### src/rtl/fpu_sched_pkg.sv
// Shared types and constants for the fpu_double scheduler.
package fpu_sched_pkg;

  typedef enum logic [2:0] {
    S_IDLE      = 3'd0,
    S_LAUNCH    = 3'd1,
    S_WAIT_CLR  = 3'd2,
    S_WAIT_DONE = 3'd3,
    S_RESP      = 3'd4
  } state_t;

  localparam int unsigned FLAG_UF  = 0;
  localparam int unsigned FLAG_OF  = 1;
  localparam int unsigned FLAG_INE = 2;
  localparam int unsigned FLAG_EXC = 3;
  localparam int unsigned FLAG_INV = 4;

  localparam logic [3:0] OP_ADD  = 4'd0;
  localparam logic [3:0] OP_SUB  = 4'd1;
  localparam logic [3:0] OP_MUL  = 4'd2;
  localparam logic [3:0] OP_DIV  = 4'd3;
  localparam logic [3:0] OP_SGNJ = 4'd5;

endpackage

### src/rtl/fpu_double_sched_if.sv
// Request/response channel between FPU issue logic (master) and the scheduler (slave).
interface fpu_double_sched_if #(
  parameter int unsigned NUM_REQ = 4
);
  localparam int unsigned IDW = $clog2(NUM_REQ);

  logic [NUM_REQ-1:0]    req_valid;
  logic [NUM_REQ-1:0]    req_ready;
  logic [4*NUM_REQ-1:0]  req_op;
  logic [2*NUM_REQ-1:0]  req_rmode;
  logic [64*NUM_REQ-1:0] req_opa;
  logic [64*NUM_REQ-1:0] req_opb;
  logic                  rsp_valid;
  logic                  rsp_ready;
  logic [IDW-1:0]        rsp_id;
  logic [63:0]           rsp_data;
  logic [4:0]            rsp_flags;
  logic                  rsp_timeout;

  modport master (
    output req_valid, req_op, req_rmode, req_opa, req_opb, rsp_ready,
    input  req_ready, rsp_valid, rsp_id, rsp_data, rsp_flags, rsp_timeout
  );

  modport slave (
    input  req_valid, req_op, req_rmode, req_opa, req_opb, rsp_ready,
    output req_ready, rsp_valid, rsp_id, rsp_data, rsp_flags, rsp_timeout
  );
endinterface

### src/rtl/fpu_sched_rr_arb.sv
// Combinational round-robin pick: lowest valid index at or above i_ptr, wrapping.
module fpu_sched_rr_arb #(
  parameter  int unsigned NUM_REQ = 4,
  localparam int unsigned IDW     = $clog2(NUM_REQ)
) (
  input  logic [NUM_REQ-1:0] i_valid,
  input  logic [IDW-1:0]     i_ptr,
  output logic [NUM_REQ-1:0] o_grant,
  output logic [IDW-1:0]     o_idx,
  output logic               o_any
);

  int unsigned w_j;

  always_comb begin
    o_grant = '0;
    o_idx   = '0;
    o_any   = 1'b0;
    w_j     = 0;
    for (int unsigned i = 0; i < NUM_REQ; i++) begin
      w_j = 32'(i_ptr) + i;
      if (w_j >= NUM_REQ) w_j = w_j - NUM_REQ;
      if (!o_any && i_valid[w_j]) begin
        o_any        = 1'b1;
        o_idx        = IDW'(w_j);
        o_grant[w_j] = 1'b1;
      end
    end
  end

endmodule

### src/rtl/fpu_double_sched.sv
// Round-robin sequencer sharing one fpu_double between NUM_REQ requesters.
// Optional watchdog: define FPU_SCHED_WATCHDOG_EN.
module fpu_double_sched
  import fpu_sched_pkg::*;
#(
  parameter int unsigned NUM_REQ        = 4,
  parameter int unsigned TIMEOUT_CYCLES = 127
) (
  input  logic               clk,
  input  logic               rst,
  fpu_double_sched_if.slave  bus,
  output logic               busy,
  output logic               fpu_enable,
  output logic [3:0]         fpu_op,
  output logic [1:0]         fpu_rmode,
  output logic [63:0]        fpu_opa,
  output logic [63:0]        fpu_opb,
  input  logic [63:0]        fpu_out,
  input  logic               fpu_ready,
  input  logic [4:0]         fpu_flags
);

  localparam int unsigned IDW = $clog2(NUM_REQ);

  state_t             r_state;
  logic [IDW-1:0]     r_ptr;
  logic [IDW-1:0]     r_id;
  logic [3:0]         r_op;
  logic [1:0]         r_rmode;
  logic [63:0]        r_opa;
  logic [63:0]        r_opb;
  logic               r_enable;
  logic [63:0]        r_data;
  logic [4:0]         r_flags;

  logic [NUM_REQ-1:0] w_grant;
  logic [IDW-1:0]     w_idx;
  logic               w_any;
  logic               w_wd_fire;
  logic [3:0]         w_sel_op;
  logic [1:0]         w_sel_rmode;
  logic [63:0]        w_sel_opa;
  logic [63:0]        w_sel_opb;

  fpu_sched_rr_arb #(
    .NUM_REQ (NUM_REQ)
  ) u_arb (
    .i_valid (bus.req_valid),
    .i_ptr   (r_ptr),
    .o_grant (w_grant),
    .o_idx   (w_idx),
    .o_any   (w_any)
  );

  assign w_sel_op    = bus.req_op[32'(w_idx)*4 +: 4];
  assign w_sel_rmode = bus.req_rmode[32'(w_idx)*2 +: 2];
  assign w_sel_opa   = bus.req_opa[32'(w_idx)*64 +: 64];
  assign w_sel_opb   = bus.req_opb[32'(w_idx)*64 +: 64];

  // Grant is gated by rst so req_ready is 0 while reset is held, not just after it.
  assign bus.req_ready = (r_state == S_IDLE && !rst) ? w_grant : '0;
  assign bus.rsp_valid = (r_state == S_RESP);
  assign bus.rsp_id    = r_id;
  assign bus.rsp_data  = r_data;
  assign bus.rsp_flags = r_flags;
  assign busy          = (r_state != S_IDLE);
  assign fpu_enable    = r_enable;
  assign fpu_op        = r_op;
  assign fpu_rmode     = r_rmode;
  assign fpu_opa       = r_opa;
  assign fpu_opb       = r_opb;

  always_ff @(posedge clk or posedge rst) begin
    if (rst) begin
      r_state  <= S_IDLE;
      r_ptr    <= '0;
      r_id     <= '0;
      r_op     <= '0;
      r_rmode  <= '0;
      r_opa    <= '0;
      r_opb    <= '0;
      r_enable <= 1'b0;
      r_data   <= '0;
      r_flags  <= '0;
    end else begin
      case (r_state)
        S_IDLE: begin
          if (w_any) begin
            r_id    <= w_idx;
            r_op    <= w_sel_op;
            r_rmode <= w_sel_rmode;
            r_opa   <= w_sel_opa;
            r_opb   <= w_sel_opb;
            r_ptr   <= (32'(w_idx) == NUM_REQ - 1) ? '0 : w_idx + 1'b1;
            r_state <= S_LAUNCH;
          end
        end
        S_LAUNCH: begin
          r_enable <= 1'b1;
          r_state  <= S_WAIT_CLR;
        end
        // A ready still high here belongs to the previous op; wait for it to drop.
        S_WAIT_CLR: begin
          if (w_wd_fire) begin
            r_data   <= '0;
            r_flags  <= '0;
            r_enable <= 1'b0;
            r_state  <= S_RESP;
          end else if (!fpu_ready) begin
            r_state <= S_WAIT_DONE;
          end
        end
        S_WAIT_DONE: begin
          if (fpu_ready) begin
            r_data   <= fpu_out;
            r_flags  <= fpu_flags;
            r_enable <= 1'b0;
            r_state  <= S_RESP;
          end else if (w_wd_fire) begin
            r_data   <= '0;
            r_flags  <= '0;
            r_enable <= 1'b0;
            r_state  <= S_RESP;
          end
        end
        S_RESP: begin
          if (bus.rsp_ready) r_state <= S_IDLE;
        end
        default: r_state <= S_IDLE;
      endcase
    end
  end

`ifdef FPU_SCHED_WATCHDOG_EN
  localparam int unsigned WDW = $clog2(TIMEOUT_CYCLES + 1);

  logic [WDW-1:0] r_wd;
  logic           r_timeout;

  // Fires on the TIMEOUT_CYCLES-th enable-high cycle; a same-cycle completion wins.
  assign w_wd_fire = (r_state == S_WAIT_CLR || (r_state == S_WAIT_DONE && !fpu_ready)) &&
                     (r_wd == WDW'(TIMEOUT_CYCLES - 1));

  always_ff @(posedge clk or posedge rst) begin
    if (rst) begin
      r_wd      <= '0;
      r_timeout <= 1'b0;
    end else if (r_state == S_LAUNCH) begin
      r_wd      <= '0;
      r_timeout <= 1'b0;
    end else if (w_wd_fire) begin
      r_timeout <= 1'b1;
    end else if (r_state == S_WAIT_CLR || r_state == S_WAIT_DONE) begin
      r_wd <= r_wd + 1'b1;
    end
  end

  assign bus.rsp_timeout = r_timeout;
`else
  logic w_unused_cfg;
  assign w_unused_cfg    = (TIMEOUT_CYCLES != 0);
  assign w_wd_fire       = 1'b0;
  assign bus.rsp_timeout = 1'b0;
`endif

endmodule
### src/flat_wrapper.sv
// flat-port wrapper written by rule: the top's interface ports become plain ports
module fpu_double_sched_flat import fpu_sched_pkg::*;
#(
  parameter int unsigned NUM_REQ        = 4,
  parameter int unsigned TIMEOUT_CYCLES = 127
)
  (clk, rst, busy, fpu_enable, fpu_op, fpu_rmode, fpu_opa, fpu_opb, fpu_out, fpu_ready, fpu_flags, bus_req_valid, bus_req_op, bus_req_rmode, bus_req_opa, bus_req_opb, bus_rsp_ready, bus_req_ready, bus_rsp_valid, bus_rsp_id, bus_rsp_data, bus_rsp_flags, bus_rsp_timeout);
  fpu_double_sched_if #(.NUM_REQ(NUM_REQ)) bus_i ();
  input  logic clk;
  input  logic rst;
  output logic busy;
  output logic fpu_enable;
  output logic [3:0] fpu_op;
  output logic [1:0] fpu_rmode;
  output logic [63:0] fpu_opa;
  output logic [63:0] fpu_opb;
  input  logic [63:0] fpu_out;
  input  logic fpu_ready;
  input  logic [4:0] fpu_flags;
  input wire logic [$bits(bus_i.req_valid)-1:0] bus_req_valid;
  input wire logic [$bits(bus_i.req_op)-1:0] bus_req_op;
  input wire logic [$bits(bus_i.req_rmode)-1:0] bus_req_rmode;
  input wire logic [$bits(bus_i.req_opa)-1:0] bus_req_opa;
  input wire logic [$bits(bus_i.req_opb)-1:0] bus_req_opb;
  input wire logic [$bits(bus_i.rsp_ready)-1:0] bus_rsp_ready;
  output wire logic [$bits(bus_i.req_ready)-1:0] bus_req_ready;
  output wire logic [$bits(bus_i.rsp_valid)-1:0] bus_rsp_valid;
  output wire logic [$bits(bus_i.rsp_id)-1:0] bus_rsp_id;
  output wire logic [$bits(bus_i.rsp_data)-1:0] bus_rsp_data;
  output wire logic [$bits(bus_i.rsp_flags)-1:0] bus_rsp_flags;
  output wire logic [$bits(bus_i.rsp_timeout)-1:0] bus_rsp_timeout;
  assign bus_i.req_valid = bus_req_valid;
  assign bus_i.req_op = bus_req_op;
  assign bus_i.req_rmode = bus_req_rmode;
  assign bus_i.req_opa = bus_req_opa;
  assign bus_i.req_opb = bus_req_opb;
  assign bus_i.rsp_ready = bus_rsp_ready;
  assign bus_req_ready = bus_i.req_ready;
  assign bus_rsp_valid = bus_i.rsp_valid;
  assign bus_rsp_id = bus_i.rsp_id;
  assign bus_rsp_data = bus_i.rsp_data;
  assign bus_rsp_flags = bus_i.rsp_flags;
  assign bus_rsp_timeout = bus_i.rsp_timeout;
  fpu_double_sched #(.NUM_REQ(NUM_REQ), .TIMEOUT_CYCLES(TIMEOUT_CYCLES)) u_core (.clk(clk), .rst(rst), .bus(bus_i), .busy(busy), .fpu_enable(fpu_enable), .fpu_op(fpu_op), .fpu_rmode(fpu_rmode), .fpu_opa(fpu_opa), .fpu_opb(fpu_opb), .fpu_out(fpu_out), .fpu_ready(fpu_ready), .fpu_flags(fpu_flags));
endmodule
### config.mk
export PLATFORM = sky130hd
export DESIGN_NAME = fpu_double_sched_flat
export DESIGN_NICKNAME = d
export VERILOG_FILES = /design/src/rtl/fpu_sched_pkg.sv /design/src/rtl/fpu_double_sched_if.sv /design/src/rtl/fpu_sched_rr_arb.sv /design/src/rtl/fpu_double_sched.sv /design/src/flat_wrapper.sv
export SDC_FILE = /design/constraint.sdc
export NUM_CORES = 1
export LEC_CHECK = 0
export ABC_CLOCK_PERIOD_IN_PS = 16200
export CAP_MARGIN = 20
export CORE_AREA = 3 3 321 323
export CTS_CLUSTER_SIZE = 16
export DETAILED_ROUTE_END_ITERATION = 16
export DIE_AREA = 0 0 324 326
export DONT_BUFFER_PORTS = 1
export GPL_TIMING_DRIVEN = 0
export PLACE_DENSITY_LB_ADDON = 0.3
export SYNTH_ARGS = -nofsm -noshare
export SYNTH_HDL_FRONTEND = slang
export SYNTH_SLANG_ARGS = --single-unit
### constraint.sdc
create_clock -name clk -period 16.2 [get_ports clk]
set_clock_uncertainty 0.2 [all_clocks]
set_input_delay 0.81 -clock clk [delete_from_list [all_inputs] [get_ports clk]]
set_output_delay 0.81 -clock clk [all_outputs]
set_load 0.1 [all_outputs]
==> results of run 1 <==
state kept, by name (all words and copies together) (netlist names):
| signal | cells |
|---|---|
| u_core.bus.rsp_data | 64 |
| u_core.bus.rsp_flags | 5 |
| u_core.bus.rsp_id | 2 |
| u_core.fpu_enable | 1 |
| u_core.fpu_op | 4 |
| u_core.fpu_opa | 64 |
| u_core.fpu_opb | 64 |
| u_core.fpu_rmode | 2 |
| u_core.r_ptr | 2 |
| u_core.r_state | 3 |
synthesized netlist by cell type (2+ instances only):
cell      count  area, um2
a221oi_1      4       35.0
nand2_1     144        541
a21oi_1       3       15.0
inv_1         5       18.8
nor2_1       16       60.1
dfrtp_1     211       5280
o221ai_1    134       1170
buf_6         3       33.8
clkbuf_1     42        158
ha_1          6       75.1
bufbuf_8      6        113
nand2b_1      4       25.0
nor3_1        2       10.0
a22oi_1       4       30.0
mux4_2        2       45.0
o21ai_0       2       10.0
buf_2        11       55.1
buf_12       22        440
mux2_2       69        777
mux2i_1     272       2720
buf_4         3       22.5
how the worst max path moves through the flow:
stage / start / end / slack (ns)
after floorplan: rst / bus_req_ready[0] / 7.98
after global placement: rst / bus_req_ready[2] / 5.69
after detailed placement: u_core.r_ptr[0] / u_core.fpu_opb[32] / 11.56
after CTS: u_core.r_ptr[0] / bus_req_ready[3] / 11.33
after global routing: u_core.r_ptr[0] / bus_req_ready[0] / 11.13
final: u_core.r_ptr[0] / bus_req_ready[3] / 11.38
layout by cell type (no fill, tap or decap), types with 2 or more instances in the layout:
master,instances
nor3_1,2
buf_12,32
a21oi_1,3
a22oi_1,4
buf_6,4
a221oi_1,4
clkbuf_8,8
clkbuf_16,27
buf_16,3
mux2i_1,272
mux4_2,2
ha_1,6
diode_2,19
dfrtp_1,211
nand2_1,144
o221ai_1,134
buf_8,2
nand2b_1,4
bufinv_16,3
inv_1,4
buf_2,11
nor2_1,12
bufbuf_8,6
nor2_2,4
clkinv_2,7
o21ai_0,2
clkbuf_1,45
mux2_2,69
buf_4,3
buf_1,5
what timing repair did:
item | in CTS | in global routing
gates resized for setup | 0 | 0
hold endpoints to repair | 31 | 0
setup buffers | 0 | 0
hold buffers | 1 | 0
cells by family (layout without fill, tap and decap cells):
logic type	Yosys count	after routing	share of synthesized area (%)
other	1	20	0.0316
buffers and inverters	95	166	7.22
AOI/OAI and AO/OA	157	157	11.4
and+or+nand+nor	179	179	6.18
adders and majority gates	6	6	0.633
DFF	211	211	44.5
muxes	344	344	30.0
layer usage:
layer	GRT usage, %	vias to the layer above	share of wire, %
met5	0	-	0
met4	4.59	0	4.0
met3	2.45	93	6.9
met2	19.7	548	51
met1	11.9	4560	38
li1	-	3872	-
cell type report:
class	instances	area, um2
Clock inverter	11	145
Antenna cell	19	47.5
Clock buffer	39	801
Timing Repair Buffer	21	349
Multi-Input combinational cell	687	5730
Tap cell	1298	1620
Sequential cell	211	5280
Fill cell	11168	85300
Inverter	6	30.0
Buffer	89	835
through the flow:
stage               std cells  hold WS, ns
floorplan                 993        0.259
CTS                      2362       0.0916
detailed placement       2311        0.293
global placement         2291        0.280
finish                   2381        0.140
global route             2380        0.102
==> metrics.md, run 1 <==
| Metric | Value |
|---|---|
| Die Wd | 324 um |
| Slew @ Worst Pin | 1.20 ns |
| Reg2reg end | u_core.fpu_opb[32] |
| Number of remaining DRC errors | 0 |
| Detailed-route via count | 9073 |
| Iter 0 DRT Violations | 424 |
| Crit path cell chain | buf_4 > inv_1 > ha_1 > buf_4 > mux4_2 > nor2b_4 > a22oi_1 > nor2_1 > a221oi_1 > nor2_2 |
| Core Footprint | 100000 um2 |
| RSZ-0062 raised after global routing | false |
| H-Tree Depth | 1 |
| Fin worst setup slack | 11.38 ns |
| Post-synth top flop | dfrtp_1 |
| CTS sink count | 211 |
| Setup CP Type | reg2out |
| CP arrival | 3.81 ns |
| Max-Cap Viols | 0 |
| Fraction of synthesis flops using an asynchronous set or reset pin | 100% |
| Setup-failing EPs final | 0 |
| Slew HR | 17.8% |
| GRT Util Overall | 10.8% |
| # IOs | 826 |
| Gr ovfl total | 0 |
| Final period utilization | 29.8% |
| Post-Synthesis Cells | 993 |
| P&R area growth vs syn | 25.2% |
| Post-DP Area | 13800 um2 |
| CP Launch Type | flip-flop |
| Routability Congestion | 0.832 |
| Distinct cells, synth | 49 |
| Min-delay src | bus_rsp_ready |
| Vias/cell | 3.81 |
| Initial antenna violation count | 22 |
| Remaining antenna violation count after routing | 0 |
| Mean Syn Cell Area | 11.9 um2 |
| Worst setup EP type | primary output |
| Status | complete, no violations |
| Worst-path fanout max | 10 |
| Worst-case clock buffer depth | 3 |
| Initial Util | 11.8% |
| Worst-case hold path end point | u_core.r_state[2] |
| Worst slack, placed | 11.56 ns |
| Synthesized flop and latch total | 211 |
| TritonCTS Buffers | 27 |
| Final hold violations | 0 |
| Setup TNS | 0 ns |
| Crit path depth | 10 |
| Buffers and inverters on the worst path | 3 |
| Root buf cell | clkbuf_16 |
| Max stage delay on crit path | 0.88 ns |
| DR pass1 iterations | 8 |
| Design area | 14800 um2 |
| Port bufs | 0 |
| Mapped Nets | 1612 |
| Fraction of layout cells with a size suffix above 1 | 18.0% |
| Layout Utilization | 14.8% |
| Die area | 106000 um2 |
| FF-to-FF path depth | 12 |
| Drt wl/cell | 25.7 um |
| Cell mode on critical path | buf_4 |
| Seq/Total Area, Yosys | 44.5% |
| Reg clk slew, reported paths | 0.06 ns |
| CP max stage cell | nor2_2 |
| First-pass GRT wire length | 80500 um |
| Row cnt | 116 |
| Post-DP HPWL | 50600 um |
| Reg2Reg Setup Slack | 11.61 ns |
| Mapped cell area | 11900 um2 |
| Nets | 1662 |
| Syn. warnings | 0 |
| Largest net degree at the start of global routing | 117 |
| Tmin final | 4.82 ns |
| Number of synthesized flops with an enable pin | 0 |
| Max Freq | 0.207 GHz |
| Worst skew pair latency | 0.59 ns |
| HP Class | in2reg |
| Final wirelength | 61300 um |
| CP delay by family, top | simple AND/OR/NAND/NOR gates |
| Vias in the first global route | 10058 |
| Pins over their slew limit | 0 |
| Die height | 326 um |
| Hold Path Stages | 1 |
| Worst Path Required | 15.19 ns |
| Reg2Reg Launch Point | u_core.r_ptr[0] |
| CTS tree | yes |
Power of run 1 is not shown: default switching activity piles up to over one toggle a cycle in this logic, so the estimate is an artifact.
==> inputs of run 2 (changes only) <==
ABC_CLOCK_PERIOD_IN_PS = 3980   (was 16200)
clock period = 3.98 ns   (was 16.2 ns; I/O delays follow)
==> run 2 against run 1 <==
Net effect:
- the flow now stops in 4_1_cts
- synthesized cell count stayed put
- area after synthesis stayed put
==> metrics.md, run 2 <==
| Metric | Value |
|---|---|
| Number of hold buffers added after CTS | 473 |
| Fail Step | 4_1_cts |
| Synthesized flop and latch total | 211 |
| Port bufs | 0 |
| Setup bufs post-CTS | 1 |
| Worst-case clock buffer depth | 3 |
| Tool error | [ERROR RSZ-0060] Max buffer count reached. |
| Mapped cell area | 11900 um2 |
| Die height | 326 um |
| Row cnt | 116 |
| CTS sink count | 211 |
| Post-DP Area | 13900 um2 |
| Post-synth top flop | dfrtp_1 |
| Syn. warnings | 0 |
| Top-area cell type share of the netlist area | 44.5% |
| Fraction of synthesis flops using an asynchronous set or reset pin | 100% |
| # IOs | 826 |
| Most instantiated cells after synthesis | 272 x mux2i_1, 211 x dfrtp_1, 144 x nand2_1 |
| Mux contribution to synthesized area | 30.0% |
| TritonCTS Buffers | 27 |
| Die Wd | 324 um |
| Mean Syn Cell Area | 11.9 um2 |
| Mapped Nets | 1612 |
| Yosys top cell by area | dfrtp_1 |
| Seq/Total Area, Yosys | 44.5% |
| Dominant cell by count in the synthesized netlist | mux2i_1 |
| Largest family of logic cells by synthesized area | multiplexers |
| Distinct cells, synth | 49 |
| Synth Area in XOR/XNOR | 0% |
| Cts repair resizes | 15 |
| Post-synthesis compound-gate area fraction | 11.4% |
| DP Cell Count | 2311 |
| Simple-gate share of the synthesized area | 6.18% |
| Post-Synthesis Cells | 993 |
| H-Tree Depth | 1 |
| Post-Synth Adder-Cell Area | 0.633% |
| Number of synthesized flops with an enable pin | 0 |
| Initial Util | 11.8% |
| Root buf cell | clkbuf_16 |
| Ranking of synthesized cells by area | dfrtp_1 45%, mux2i_1 23%, o221ai_1 9.9% |
| Routability Congestion | 0.806 |
| Status | aborted with a tool error |
| Post-DP HPWL | 54300 um |
==> run 2: cells by family after synthesis <==
group | count (synthesis)
DFF | 211
other | 1
muxes | 344
adders and majority gates | 6
buffers and inverters | 95
and+or+nand+nor | 179
AOI/OAI and AO/OA | 157
==> run 2: through the flow <==
stage	hold slack, ns	worst slack [ns]
3_5_place_dp	-0.00825	-0.379
3_3_place_gp	0.128	-2.51
2_1_floorplan	0.106	-0.769
==> inputs of run 3 (changes only) <==
ABC_CLOCK_PERIOD_IN_PS = 5200   (was 3980)
CORE_AREA = 3 3 325 327   (was 3 3 321 323)
CTS_CLUSTER_SIZE = unset   (was 16)
DIE_AREA = 0 0 328 330   (was 0 0 324 326)
PLACE_DENSITY_LB_ADDON = 0.15   (was 0.3)
clock period = 5.2 ns   (was 3.98 ns; I/O delays follow)
==> run 3 against run 2 <==
Net effect:
- the flow now finishes, with violations (hold timing)
==> metrics.md, run 3 (synthesis gave the netlist of run 1 again) <==
| Metric | Value |
|---|---|
| Status | finished, violations left |
| Failing checks | hold timing |
| Root buf cell | clkbuf_16 |
| Crit path cell chain | buf_4 > inv_1 > ha_1 > buf_4 > mux4_2 > o211a_1 > a21oi_2 > buf_6 > buf_12 > buf_12 > mux2i_1 > dlygate4sd3_1 > o221ai_1 > dlygate4sd3_1 |
| Final wirelength | 64600 um |
| Setup-failing EPs final | 0 |
| Worst skew pair latency | 0.60 ns |
| Post-route worst hold slack | -0.0191 ns |
| DP Cell Count | 2386 |
| Number of remaining DRC errors | 0 |
| Worst setup EP type | flip-flop |
| DR pass1 iterations | 5 |
| Buffers and inverters on the worst path | 8 |
| Final std cells w/o fill | 2925 |
| Setup bufs post-CTS | 0 |
| Fill cell count | 11305 |
| Iter 0 DRT Violations | 374 |
| Routability Congestion | 0.781 |
| Port bufs | 0 |
| CP max stage cell | dlygate4sd3_1 |
| CTS sink count | 211 |
| Nets | 2131 |
| Drt wl/cell | 22.1 um |
| Final period utilization | 93.2% |
| P&R area growth vs syn | 65.4% |
| Fraction of layout cells with a size suffix above 1 | 12.1% |
| Die area | 108000 um2 |
| Worst Path Required | 5.49 ns |
| Slew HR | 25.0% |
| Post-DP HPWL | 50200 um |
| # IOs | 826 |
| Initial Util | 11.5% |
| Worst-case clock buffer depth | 3 |
| CP delay by family, top | buffers and inverters |
| H-Tree Depth | 1 |
| Initial antenna violation count | 13 |
| Reg clk slew, reported paths | 0.06 ns |
| CP Launch Type | flip-flop |
| TritonCTS Buffers | 28 |
| Cts repair resizes | 0 |
| Core Footprint | 103000 um2 |
| Gr ovfl total | 0 |
| HP Class | in2reg |
| Slew @ Worst Pin | 1.13 ns |
| GRT Util Overall | 11.2% |
| Tmin final | 4.84 ns |
| Max-Cap Viols | 0 |
| Vias in the first global route | 12131 |
| Largest net degree at the start of global routing | 38 |
| Setup CP Type | reg2reg |
| Remaining antenna violation count after routing | 0 |
| Commonest non-fill, non-tap cell in the layout | dlygate4sd3_1 |
| Vias/cell | 3.69 |
| Final hold violations | 1 |
| Pins over their slew limit | 0 |
| Die height | 330 um |
| CTS tree | yes |
| Detailed-route via count | 10805 |
| RSZ-0062 raised after global routing | false |
| Die Wd | 328 um |
| Max stage delay on crit path | 0.65 ns |
| First-pass GRT wire length | 87500 um |
| CP arrival | 5.13 ns |
| Worst-path fanout max | 10 |
| Leading cell types in the layout, fill and taps excluded | 476 x dlygate4sd3_1, 272 x mux2i_1, 211 x dfrtp_1 |
| Max Freq | 0.206 GHz |
| Row cnt | 118 |
[run 3: timing repair]
| item | 4_1_cts | 5_1_grt |
|---|---|---|
| hold buffers | 476 | 0 |
| setup endpoints to repair | 0 | 0 |
| hold endpoints to repair | 312 | 0 |
[run 3: per-stage QoR]
step	worst slack, ns	setup TNS [ns]	cell area (um2)	utilization [%]
after floorplan	0.329	0	11900	-
after global placement	-1.64	-6.54	13600	13.2
after detailed placement	0.784	0	13800	13.4
after CTS	0.227	0	19600	19.0
after global routing	0.0504	0	19600	19.0
final	0.356	0	19600	19.0
[run 3: path summary, 6_finish.rpt]
check / to / cells after the start / from / slack, ns
max in group asynchronous: u_core.fpu_opb[27] / 5 / rst / 3.43
worst max register to register: u_core.fpu_opa[0] / 14 / u_core.r_ptr[0] / 0.36
worst max-delay path: u_core.fpu_opa[0] / 14 / u_core.r_ptr[0] / 0.36
worst min-delay path: u_core.fpu_opb[33] / 2 / bus_req_opb[97] / -0.02
min in group asynchronous: u_core.bus.rsp_data[47] / 2 / rst / 0.11
worst min register to register: u_core.r_state[0] / 1 / u_core.r_state[2] / 0.30
[run 3: routing by layer]
metal  share of wire, %  global-route usage (%)  wire length [um]  vias to the layer above
li1                   -                       -                 -                     4817
met1                 35                    11.6             22400                     5362
met2                 54                    21.4             34800                      525
met3                7.1                    2.81              4620                      101
met4                4.3                    4.50              2770                        0
met5                  0                       0                 0                        -
[run 3: cell type report]
class | count | area [um2] | share of cell area [%]
multi-input cells | 687 | 5730 | 29.2
flip-flops and latches | 211 | 5280 | 26.9
repair buffers | 489 | 5020 | 25.6
well taps | 1380 | 1730 | 8.81
plain buffers | 89 | 835 | 4.26
clock buffers | 42 | 833 | 4.25
clock inverters | 9 | 128 | 0.651
diodes | 12 | 30.0 | 0.153
inverters | 6 | 26.3 | 0.134
[run 3: worst register-to-register path: stages (launching register included)]
cell and delay, ns:
dfrtp_1 0.43, buf_4 0.21, inv_1 0.12, ha_1 0.30
buf_4 0.16, mux4_2 0.62, o211a_1 0.27, a21oi_2 0.12
buf_6 0.19, buf_12 0.24, buf_12 0.22, mux2i_1 0.30
dlygate4sd3_1 0.65, o221ai_1 0.13, dlygate4sd3_1 0.58
Power of run 3 is left out for the same reason.
